--- src/rtl/dc_fu_axi_read_responder.sv ---
// dc_fu_axi_read_responder: AXI4 read slave over a 1-cycle-latency word memory; WRAP bursts enabled by DC_FU_AXI_RD_WRAP_EN
module dc_fu_axi_read_responder #(
    parameter int AXI_ARADDR_WIDTH = 32,
    parameter int MEM_ADDR_WIDTH   = 12,
    parameter int AR_QUEUE_DEPTH   = 2
) (
    input  logic                        clk,
    input  logic                        nrst,
    input  logic                        en,
    input  logic [7:0]                  axi_arid,
    input  logic [AXI_ARADDR_WIDTH-1:0] axi_araddr,
    input  logic [7:0]                  axi_arlen,
    input  logic [2:0]                  axi_arsize,
    input  logic [1:0]                  axi_arburst,
    input  logic                        axi_arvalid,
    output logic                        axi_arready,
    output logic [7:0]                  axi_rid,
    output logic [15:0]                 axi_rdata,
    output logic [1:0]                  axi_rresp,
    output logic                        axi_rlast,
    output logic                        axi_rvalid,
    input  logic                        axi_rready,
    output logic                        mem_rd_en,
    output logic [MEM_ADDR_WIDTH-1:0]   mem_rd_addr,
    input  logic [15:0]                 mem_rd_data
);
    localparam int QW = $clog2(AR_QUEUE_DEPTH);
    localparam int WW = AXI_ARADDR_WIDTH - 1;
    localparam logic [QW:0] Q_FULL = (QW+1)'(AR_QUEUE_DEPTH);

    typedef struct packed {
        logic [7:0]                  id;
        logic [AXI_ARADDR_WIDTH-1:0] addr;
        logic [7:0]                  len;
        logic [2:0]                  size;
        logic [1:0]                  burst;
    } ar_t;

    typedef struct packed {
        logic [7:0]  id;
        logic [15:0] data;
        logic [1:0]  resp;
        logic        last;
    } r_t;

    typedef enum logic {IDLE, BURST} state_t;

    ar_t           q_mem [AR_QUEUE_DEPTH];
    ar_t           head;
    logic [QW-1:0] q_wr, q_rd;
    logic [QW:0]   q_cnt, q_cnt_nxt;
    logic          arready_q, q_push, q_pop, q_empty;

    state_t        state, state_nxt;
    logic [7:0]    cur_id, cur_len, beat_cnt;
    logic [1:0]    cur_burst;
    logic          burst_err, head_err;
    logic [WW-1:0] word_addr, wa_inc, wa_nxt;
    logic          retire, slot_ok, issue, last_beat, beat_err;

    logic          infl_valid, infl_err, infl_last;
    logic [7:0]    infl_id;
    r_t            rbuf [2];
    r_t            rhead;
    logic          r_wr, r_rd;
    logic [1:0]    r_cnt;

    assign head        = q_mem[q_rd];
    assign q_empty     = q_cnt == '0;
    assign q_push      = axi_arvalid && arready_q;
    assign q_cnt_nxt   = q_cnt + (QW+1)'(q_push) - (QW+1)'(q_pop);
    assign axi_arready = arready_q;

    always_ff @(posedge clk)
        if (q_push) q_mem[q_wr] <= '{axi_arid, axi_araddr, axi_arlen, axi_arsize, axi_arburst};

    always_ff @(posedge clk or negedge nrst)
        if (!nrst) begin
            q_wr      <= '0;
            q_rd      <= '0;
            q_cnt     <= '0;
            arready_q <= 1'b0;
        end else begin
            q_wr      <= q_wr + QW'(q_push);
            q_rd      <= q_rd + QW'(q_pop);
            q_cnt     <= q_cnt_nxt;
            arready_q <= en && q_cnt_nxt < Q_FULL;
        end

    // Request-level legality; the per-beat range check is added at issue time
    always_comb begin
        head_err = head.size != 3'b001 || head.addr[0] || head.burst == 2'b11;
`ifdef DC_FU_AXI_RD_WRAP_EN
        head_err = head_err || (head.burst == 2'b10 && !(head.len inside {8'd1, 8'd3, 8'd7, 8'd15}));
`else
        head_err = head_err || head.burst == 2'b10;
`endif
    end

    // A slot is free if fewer than two beats are buffered or in flight, or one leaves this cycle
    assign retire    = axi_rvalid && axi_rready;
    assign slot_ok   = ({1'b0, r_cnt} + {2'b00, infl_valid}) < 3'd2 || retire;
    assign issue     = en && state == BURST && slot_ok;
    assign last_beat = beat_cnt == cur_len;
    assign beat_err  = burst_err || (|word_addr[WW-1:MEM_ADDR_WIDTH]);
    assign q_pop     = en && !q_empty && (state == IDLE || (issue && last_beat));

    always_ff @(posedge clk or negedge nrst)
        if (!nrst) state <= IDLE;
        else state <= state_nxt;

    always_comb state_nxt = q_pop ? BURST : (issue && last_beat) ? IDLE : state;

    always_comb begin
        mem_rd_en   = issue && !beat_err;
        mem_rd_addr = word_addr[MEM_ADDR_WIDTH-1:0];
    end

`ifdef DC_FU_AXI_RD_WRAP_EN
    logic [WW-1:0] wmask;
    assign wmask = {{(WW-8){1'b0}}, cur_len};
`endif

    always_comb begin
        wa_inc = word_addr + WW'(1);
        wa_nxt = cur_burst == 2'b00 ? word_addr : wa_inc;
`ifdef DC_FU_AXI_RD_WRAP_EN
        if (cur_burst == 2'b10) wa_nxt = (word_addr & ~wmask) | (wa_inc & wmask);
`endif
    end

    always_ff @(posedge clk or negedge nrst)
        if (!nrst) begin
            cur_id    <= '0;
            cur_len   <= '0;
            cur_burst <= '0;
            burst_err <= 1'b0;
            beat_cnt  <= '0;
            word_addr <= '0;
        end else if (q_pop) begin
            cur_id    <= head.id;
            cur_len   <= head.len;
            cur_burst <= head.burst;
            burst_err <= head_err;
            beat_cnt  <= '0;
            word_addr <= head.addr[AXI_ARADDR_WIDTH-1:1];
        end else if (issue) begin
            beat_cnt  <= beat_cnt + 8'd1;
            word_addr <= wa_nxt;
        end

    // Error beats ride the same pipeline so every beat has identical latency
    always_ff @(posedge clk or negedge nrst)
        if (!nrst) begin
            infl_valid <= 1'b0;
            infl_err   <= 1'b0;
            infl_last  <= 1'b0;
            infl_id    <= '0;
        end else begin
            infl_valid <= issue;
            if (issue) begin
                infl_err  <= beat_err;
                infl_last <= last_beat;
                infl_id   <= cur_id;
            end
        end

    always_ff @(posedge clk)
        if (infl_valid) rbuf[r_wr] <= {infl_id, infl_err ? 16'h0 : mem_rd_data, infl_err ? 2'b10 : 2'b00, infl_last};

    always_ff @(posedge clk or negedge nrst)
        if (!nrst) begin
            r_wr  <= 1'b0;
            r_rd  <= 1'b0;
            r_cnt <= '0;
        end else begin
            r_wr  <= r_wr ^ infl_valid;
            r_rd  <= r_rd ^ retire;
            r_cnt <= r_cnt + {1'b0, infl_valid} - {1'b0, retire};
        end

    assign rhead      = rbuf[r_rd];
    assign axi_rvalid = r_cnt != 2'd0;
    assign axi_rid    = axi_rvalid ? rhead.id : 8'h0;
    assign axi_rdata  = axi_rvalid ? rhead.data : 16'h0;
    assign axi_rresp  = axi_rvalid ? rhead.resp : 2'b00;
    assign axi_rlast  = axi_rvalid && rhead.last;
endmodule

--- config.mk ---
export PLATFORM = sky130hd
export DESIGN_NAME = dc_fu_axi_read_responder
export DESIGN_NICKNAME = d
export VERILOG_FILES = /design/src/rtl/dc_fu_axi_read_responder.sv
export SDC_FILE = /design/constraint.sdc
export NUM_CORES = 1
export LEC_CHECK = 0
export ABC_AREA = 0
export CAP_MARGIN = 10
export CORE_ASPECT_RATIO = 1.75
export CORE_UTILIZATION = 44
export CTS_BUF_LIST = sky130_fd_sc_hd__clkbuf_8
export CTS_CLUSTER_DIAMETER = 150
export DETAILED_ROUTE_END_ITERATION = 8
export PLACE_DENSITY = 0.68
export SLEW_MARGIN = 20
export SYNTH_ARGS = -nofsm -noshare
export SYNTH_HDL_FRONTEND = slang
export SYNTH_SLANG_ARGS = --single-unit
--- constraint.sdc ---
create_clock -name clk -period 5.57 [get_ports clk]
set_clock_uncertainty 0.15 [all_clocks]
set_input_delay 1.114 -clock clk [delete_from_list [all_inputs] [get_ports clk]]
set_output_delay 1.114 -clock clk [all_outputs]
set_load 0.1 [all_outputs]
==> flow_summary.json, run 1 <==
{
  "status": "finished clean",
  "met1_usage_pct": 17.3,
  "ir_drop_v": 0.000191,
  "timing.rr.start": "infl_valid$_DFF_PN0_",
  "syn_inst": 666,
  "cpMostUsedCell": "buf_4",
  "critPathSlowestCell": "clkdlybuf4s50_1",
  "tightest_slew_ns": 1.13,
  "antenna_found_initial": 0,
  "critical_path_buf_inv_count": 3,
  "pwr-share-seq_pct": 38.9,
  "synth_commonest_cells": "158 x edfxtp_1, 87 x mux2i_1, 79 x dfrtp_1",
  "row_count": 72,
  "die_h_um": 201,
  "coreArea_mm2": 0.0222,
  "final_util_pct": 54.0,
  "grt.total_usage_pct": 16.8,
  "comb_power_share_pct": 40.1,
  "use_met3_pct": 2.66,
  "num_vias": 5594,
  "syn_nets": 750,
  "postCtsSetupBuffers": 0,
  "dr.pass1.iters": 5,
  "dp_slack_ns": 1.16,
  "drtAntennaViolNets": 0,
  "ys_types": 47,
  "rsz0062_at_grt": "false",
  "die-area_mm2": 0.0232,
  "drc": 0,
  "syn_area_mm2": 0.00993,
  "setup_slack_ns": 1.49,
  "hold_viol_final": 0,
  "cts_max_level": 2,
  "gp_congestion": 0.824,
  "whs_ns": 0.319,
  "hold_buffers": 0,
  "worstSetupEndpointType": "output pin",
  "synth_top_area_share_pct": 47.8,
  "critical_path_class": "input port to output pin",
  "met2_usage_pct": 31.9,
  "required_ns": 4.31,
  "finalSetupTns_ns": 0,
  "p_sw_share_pct": 42.4,
  "cts_inserted_buffers": 36,
  "grt_pass1_wl_mm": 29.9,
  "synth_top_area_cell": "edfxtp_1",
  "start_kind": "input port",
  "grt_start_max_net_pins": 80,
  "power_density_mw_per_mm2": 582,
  "hold_path_class": "register to register",
  "leakage_nw": 4.47,
  "fmax_mhz": 245,
  "num_io_pins": 116,
  "viasPerCell": 5.04,
  "ys_ff_latch": 237,
  "final_nets": 871,
  "overflow": 0,
  "min_from": "cur_id[7]$_DFFE_PN0N_",
  "avgSynthCellArea_um2": 14.9,
  "drv_cap": 0,
  "yosysSeqAreaShare_pct": 67.7,
  "drive_above_1_share_pct": 14.1,
  "worstSetupStartpoint": "en",
  "syn2layout_area_growth_pct": 20.5,
  "power_mw": 6.96,
  "critPathTopFamily": "buffers and inverters",
  "n_antenna_cell": 0,
  "drt_iter0_drc": 238,
  "max_slew_margin_pct": 24.3,
  "fin_crit_sh_pct": 73.2,
  "die_w_um": 116,
  "cts-resized-gates": 0,
  "final_cells": 1111,
  "final-max-slew-violation-count": 0,
  "worstPathCellList": "clkdlybuf4s50_1 -> and2_1 -> o21ai_2 -> buf_4 -> nor3_1 -> buf_4",
  "cts.path.max_buffers": 3,
  "routed_wirelength_mm": 18.8,
  "numPortBuffers": 114,
  "hpwl_mm": 12.8,
  "ys_top_cells_by_area": "edfxtp_1 48%, dfrtp_1 20%, mux2i_1 8.8%",
  "p_int_mw": 4.01,
  "cp_data_arrival_time_ns": 2.81,
  "yosys.cell_count.top_type": "edfxtp_1",
  "clk-insertion-delay-late_ns": 0.51,
  "critPathMaxFanout": 18,
  "routedWlPerCell_um": 17.0,
  "cpPeakStageDelay_ns": 0.52,
  "placed_cell_area_mm2": 0.0112,
  "clk_pin_slew_ns": 0.07,
  "finalSetupViolCount": 0,
  "synth_warnings": 0,
  "placed_cells": 1045,
  "period_minus_slack_ns": 4.08,
  "ys.flop_type": "edfxtp_1",
  "grt_pass1_vias": 5970,
  "clock-sinks": 237,
  "cts_root_buffer": "clkbuf_8",
  "clkPwrFrac_pct": 21.0,
  "ys_async_sr_fraction_pct": 33.3,
  "design_area_mm2": 0.0120,
  "power_switching_mw": 2.95,
  "busiest_layer": "met2",
  "synth_edf_count": 158,
  "cts_tree": "done",
  "initial_core_util_pct": 44.8
}
==> flip-flops by register name (all words and copies together) (netlist names), 2 cells and up <==
name       count
beat_cnt       8
cur_burst      2
cur_id         8
cur_len        8
infl_id        8
q_cnt          2
q_mem        106
r_cnt          2
rbuf          52
word_addr     31
==> layout by cell type, fill, tap and decap left out, types with 2 or more instances in the layout <==
cell,netlist,final
a21oi_1,3,3
nand4_1,10,10
buf_4,14,7
edfxtp_1,158,158
inv_4,1,2
o211ai_1,2,2
nor2_1,45,44
ha_1,10,6
inv_1,16,25
ha_2,0,4
nand2_1,47,47
mux2i_1,87,87
nand4_2,2,2
nor4_1,14,14
clkdlybuf4s50_1,0,112
and4_1,3,3
or3_1,3,3
o21ai_0,3,3
nor2b_1,17,17
nor3_1,15,15
clkinv_2,0,5
bufinv_16,0,2
xor2_1,17,17
clkbuf_8,1,43
dfrtp_1,79,78
and3_1,3,3
mux2_2,38,38
xnor2_1,33,33
clkinv_1,0,4
and2_1,2,2
nand3_1,7,7
==> path summary, 6_finish.rpt <==
path / to / cells after the start / slack [ns]
max: mem_rd_en / 6 / 1.49
min: infl_id[7]$_DFFE_PN0P_ / 2 / 0.32
min in group asynchronous: word_addr[4]$_DFFE_PN0P_ / 1 / 0.47
min reg2reg: infl_id[7]$_DFFE_PN0P_ / 2 / 0.32
max in group asynchronous: q_rd$_DFF_PN0_ / 1 / 4.23
max reg2reg: cur_id[1]$_DFFE_PN0N_ / 9 / 2.26
==> cell type report <==
type | instances | area, um2
multi-input cells | 374 | 2860
clock buffers | 43 | 592
clock inverters | 23 | 156
well taps | 296 | 370
repair buffers | 120 | 1180
inverters | 18 | 70.1
flip-flops and latches | 237 | 6720
fillers | 1896 | 10200
==> layer usage <==
layer  wire length (um)  part of all wire (%)
met2              10600                    56
met3                818                   4.3
met5                  0                     0
met1               6720                    36
met4                725                   3.8
==> logic make-up (layout without fill, tap and decap cells) <==
kind of cell | Yosys count | in the layout | synth area share, %
DFF | 237 | 237 | 67.7
and+or+nand+nor | 173 | 173 | 8.77
muxes | 125 | 125 | 13.1
buffers and inverters | 55 | 204 | 3.64
xor gates and xnor gates | 50 | 50 | 4.41
AOI/OAI and AO/OA | 15 | 15 | 1.10
adders and majority gates | 10 | 10 | 1.26
other | 1 | 1 | 0.0378
==> worst register-to-register path, cell delays in order (launching register included) <==
cell and delay, ns:
dfrtp_1 0.42, a21oi_1 0.35, o21ai_2 0.07, buf_4 0.21
inv_2 0.31, nand4_2 0.20, a21o_4 0.29, inv_4 0.27
buf_4 0.51, mux2_2 0.42
==> power groups by stage <==
stage	registers (mW)	clock network, mW	logic (mW)
finish	2.71	1.46	2.79
global route	2.75	1.57	2.95
CTS	2.70	1.49	2.82
detailed placement	2.74	0	2.81
global placement	2.72	0	2.76
floorplan	2.64	0	2.25
(Power assumes the default switching activity.)
==> inputs of run 2 (changes only) <==
--- a/config.mk
+++ b/config.mk
@@ -12,7 +12,7 @@
 export CTS_BUF_LIST = sky130_fd_sc_hd__clkbuf_8
 export CTS_CLUSTER_DIAMETER = 150
 export DETAILED_ROUTE_END_ITERATION = 8
-export PLACE_DENSITY = 0.68
+export PLACE_DENSITY = 0.71
 export SLEW_MARGIN = 20
 export SYNTH_ARGS = -nofsm -noshare
 export SYNTH_HDL_FRONTEND = slang
==> constraint.sdc (replaced) <==
create_clock -name clk -period 3.6 [get_ports clk]
set_clock_uncertainty 0.15 [all_clocks]
set_input_delay 0.72 -clock clk [delete_from_list [all_inputs] [get_ports clk]]
set_output_delay 0.72 -clock clk [all_outputs]
set_load 0.1 [all_outputs]
==> run 2 against run 1 <==
Global-route usage is 0.35 points higher. Sequential power is 56% higher. Largest power group unchanged. Flip-flop and latch count stayed put. Total power is 57% higher. Die area stayed put. Cell count hardly changed. Core utilization is 0.94 points higher. Clock-buffer cell count is 6 lower. Worst setup slack worse by 1.0 ns. Critical path type unchanged. Non-clock buffer count is 5 higher.
==> flow_summary.json, run 2 (synthesis gave the netlist of run 1 again) <==
{
  "grt_pass1_vias": 5932,
  "timing.rr.start": "beat_cnt[2]$_DFFE_PN0P_",
  "r2r_setup_slack_ns": 1.00,
  "hold_viol_final": 0,
  "clk_pin_slew_ns": 0.06,
  "fillCellCount": 1853,
  "viasPerCell": 4.93,
  "coreArea_mm2": 0.0222,
  "cts_max_level": 2,
  "status": "finished clean",
  "worstSetupEndpointType": "output pin",
  "syn2layout_area_growth_pct": 22.6,
  "num_vias": 5487,
  "whs_ns": 0.0936,
  "n_antenna_cell": 0,
  "cts_root_buffer": "clkbuf_8",
  "required_ns": 2.73,
  "dr.pass1.iters": 5,
  "power_density_mw_per_mm2": 900,
  "final_common_cell": "edfxtp_1",
  "drtAntennaViolNets": 0,
  "cp_data_arrival_time_ns": 2.26,
  "finalSetupViolCount": 0,
  "clock-sinks": 237,
  "start_kind": "input port",
  "clk-insertion-delay-late_ns": 0.51,
  "die-area_mm2": 0.0232,
  "gp_congestion": 0.798,
  "hold_buffers": 0,
  "drive_above_1_share_pct": 18.1,
  "grt_start_max_net_pins": 80,
  "hpwl_mm": 12.4,
  "grt_pass1_wl_mm": 30.3,
  "die_w_um": 116,
  "critPathMaxFanout": 17,
  "die_h_um": 201,
  "leakage_nw": 4.63,
  "routedWlPerCell_um": 16.8,
  "fin_crit_sh_pct": 87.0,
  "largest_reg_flops": 106,
  "grt.total_usage_pct": 17.1,
  "numPortBuffers": 114,
  "tightest_slew_ns": 0.768,
  "reg2reg_to": "axi_arready$_DFF_PN0_",
  "critical_path_class": "input port to output pin",
  "cts_inserted_buffers": 35,
  "row_count": 72,
  "worstSetupStartpoint": "en",
  "routed_wirelength_mm": 18.7,
  "cts-resized-gates": 0,
  "postCtsSetupBuffers": 0,
  "finalSetupTns_ns": 0,
  "drt_iter0_drc": 301,
  "hold_path_class": "input port to asynchronous set/reset pin",
  "drv_cap": 0,
  "regMostFlops": "q_mem",
  "drc": 0,
  "final_nets": 875,
  "final-max-slew-violation-count": 0,
  "num_io_pins": 116,
  "ir_drop_v": 0.000475,
  "rsz0062_at_grt": "false",
  "r2r_cells": 11,
  "period_minus_slack_ns": 3.13,
  "antenna_found_initial": 0,
  "initial_core_util_pct": 44.8,
  "cts.path.max_buffers": 3,
  "reg_top3": "q_mem x106, rbuf x52, word_addr x31",
  "final_cell_mix": "158 x edfxtp_1, 87 x mux2i_1, 78 x dfrtp_1",
  "cts_tree": "done",
  "fmax_mhz": 319,
  "overflow": 0,
  "max_slew_margin_pct": 48.8
}
==> run 2: cell type report <==
class                           instances  area (um2)  area share (%)
Sequential cell                       237        6720            55.2
Multi-Input combinational cell        374        2860            23.5
Timing Repair Buffer                  125        1510            12.4
Clock buffer                           37         509            4.19
Tap cell                              296         370            3.04
Clock inverter                         25         128            1.05
Inverter                               18        70.1           0.576
==> run 2: report_power, final <==
| part | leakage [nW] | total, mW | internal [mW] | switching, mW |
|---|---|---|---|---|
| combinational | 1.83 | 4.72 | 1.67 | 3.06 |
| sequential | 2.42 | 4.22 | 3.66 | 0.561 |
| clock | 0.387 | 2.00 | 1.02 | 0.980 |
==> run 2: how the worst max path moves through the flow <==
stage                              end  slack [ns]  cells after the start
after floorplan           axi_rdata[0]        0.34                      4
after global placement       mem_rd_en        0.52                      6
after detailed placement     mem_rd_en        0.47                      6
after CTS                    mem_rd_en        0.46                      6
after global routing         mem_rd_en        0.36                      6
final                        mem_rd_en        0.47                      6
==> run 2: per-stage QoR <==
step           setup WS [ns]  instances  util, %  cell area (um2)  power, mW
3_3_place_gp           0.519       1050     52.0            11500       8.97
5_1_grt                0.358       1112     54.9            12200       11.5
4_1_cts                0.459       1112     54.9            12200       11.1
3_5_place_dp           0.469       1050     52.0            11500       9.04
6_report               0.469       1112     54.9            12200       10.9
2_1_floorplan          0.338        666        -             9930       7.57
==> run 2: critical path, cell delays in order <==
cell and delay, ns:
clkdlybuf4s50_1 0.49, and2_1 0.21, o21ai_2 0.09, buf_4 0.22
nor3_2 0.31, buf_12 0.22
==> run 2: per-layer routing <==
metal | up-vias | track usage (%) | part of all wire (%)
met4 | 0 | 6.26 | 2.5
met5 | - | 0 | 0
li1 | 2644 | - | -
met3 | 37 | 2.57 | 3.4
met1 | 2690 | 18.1 | 37
met2 | 116 | 33.0 | 57
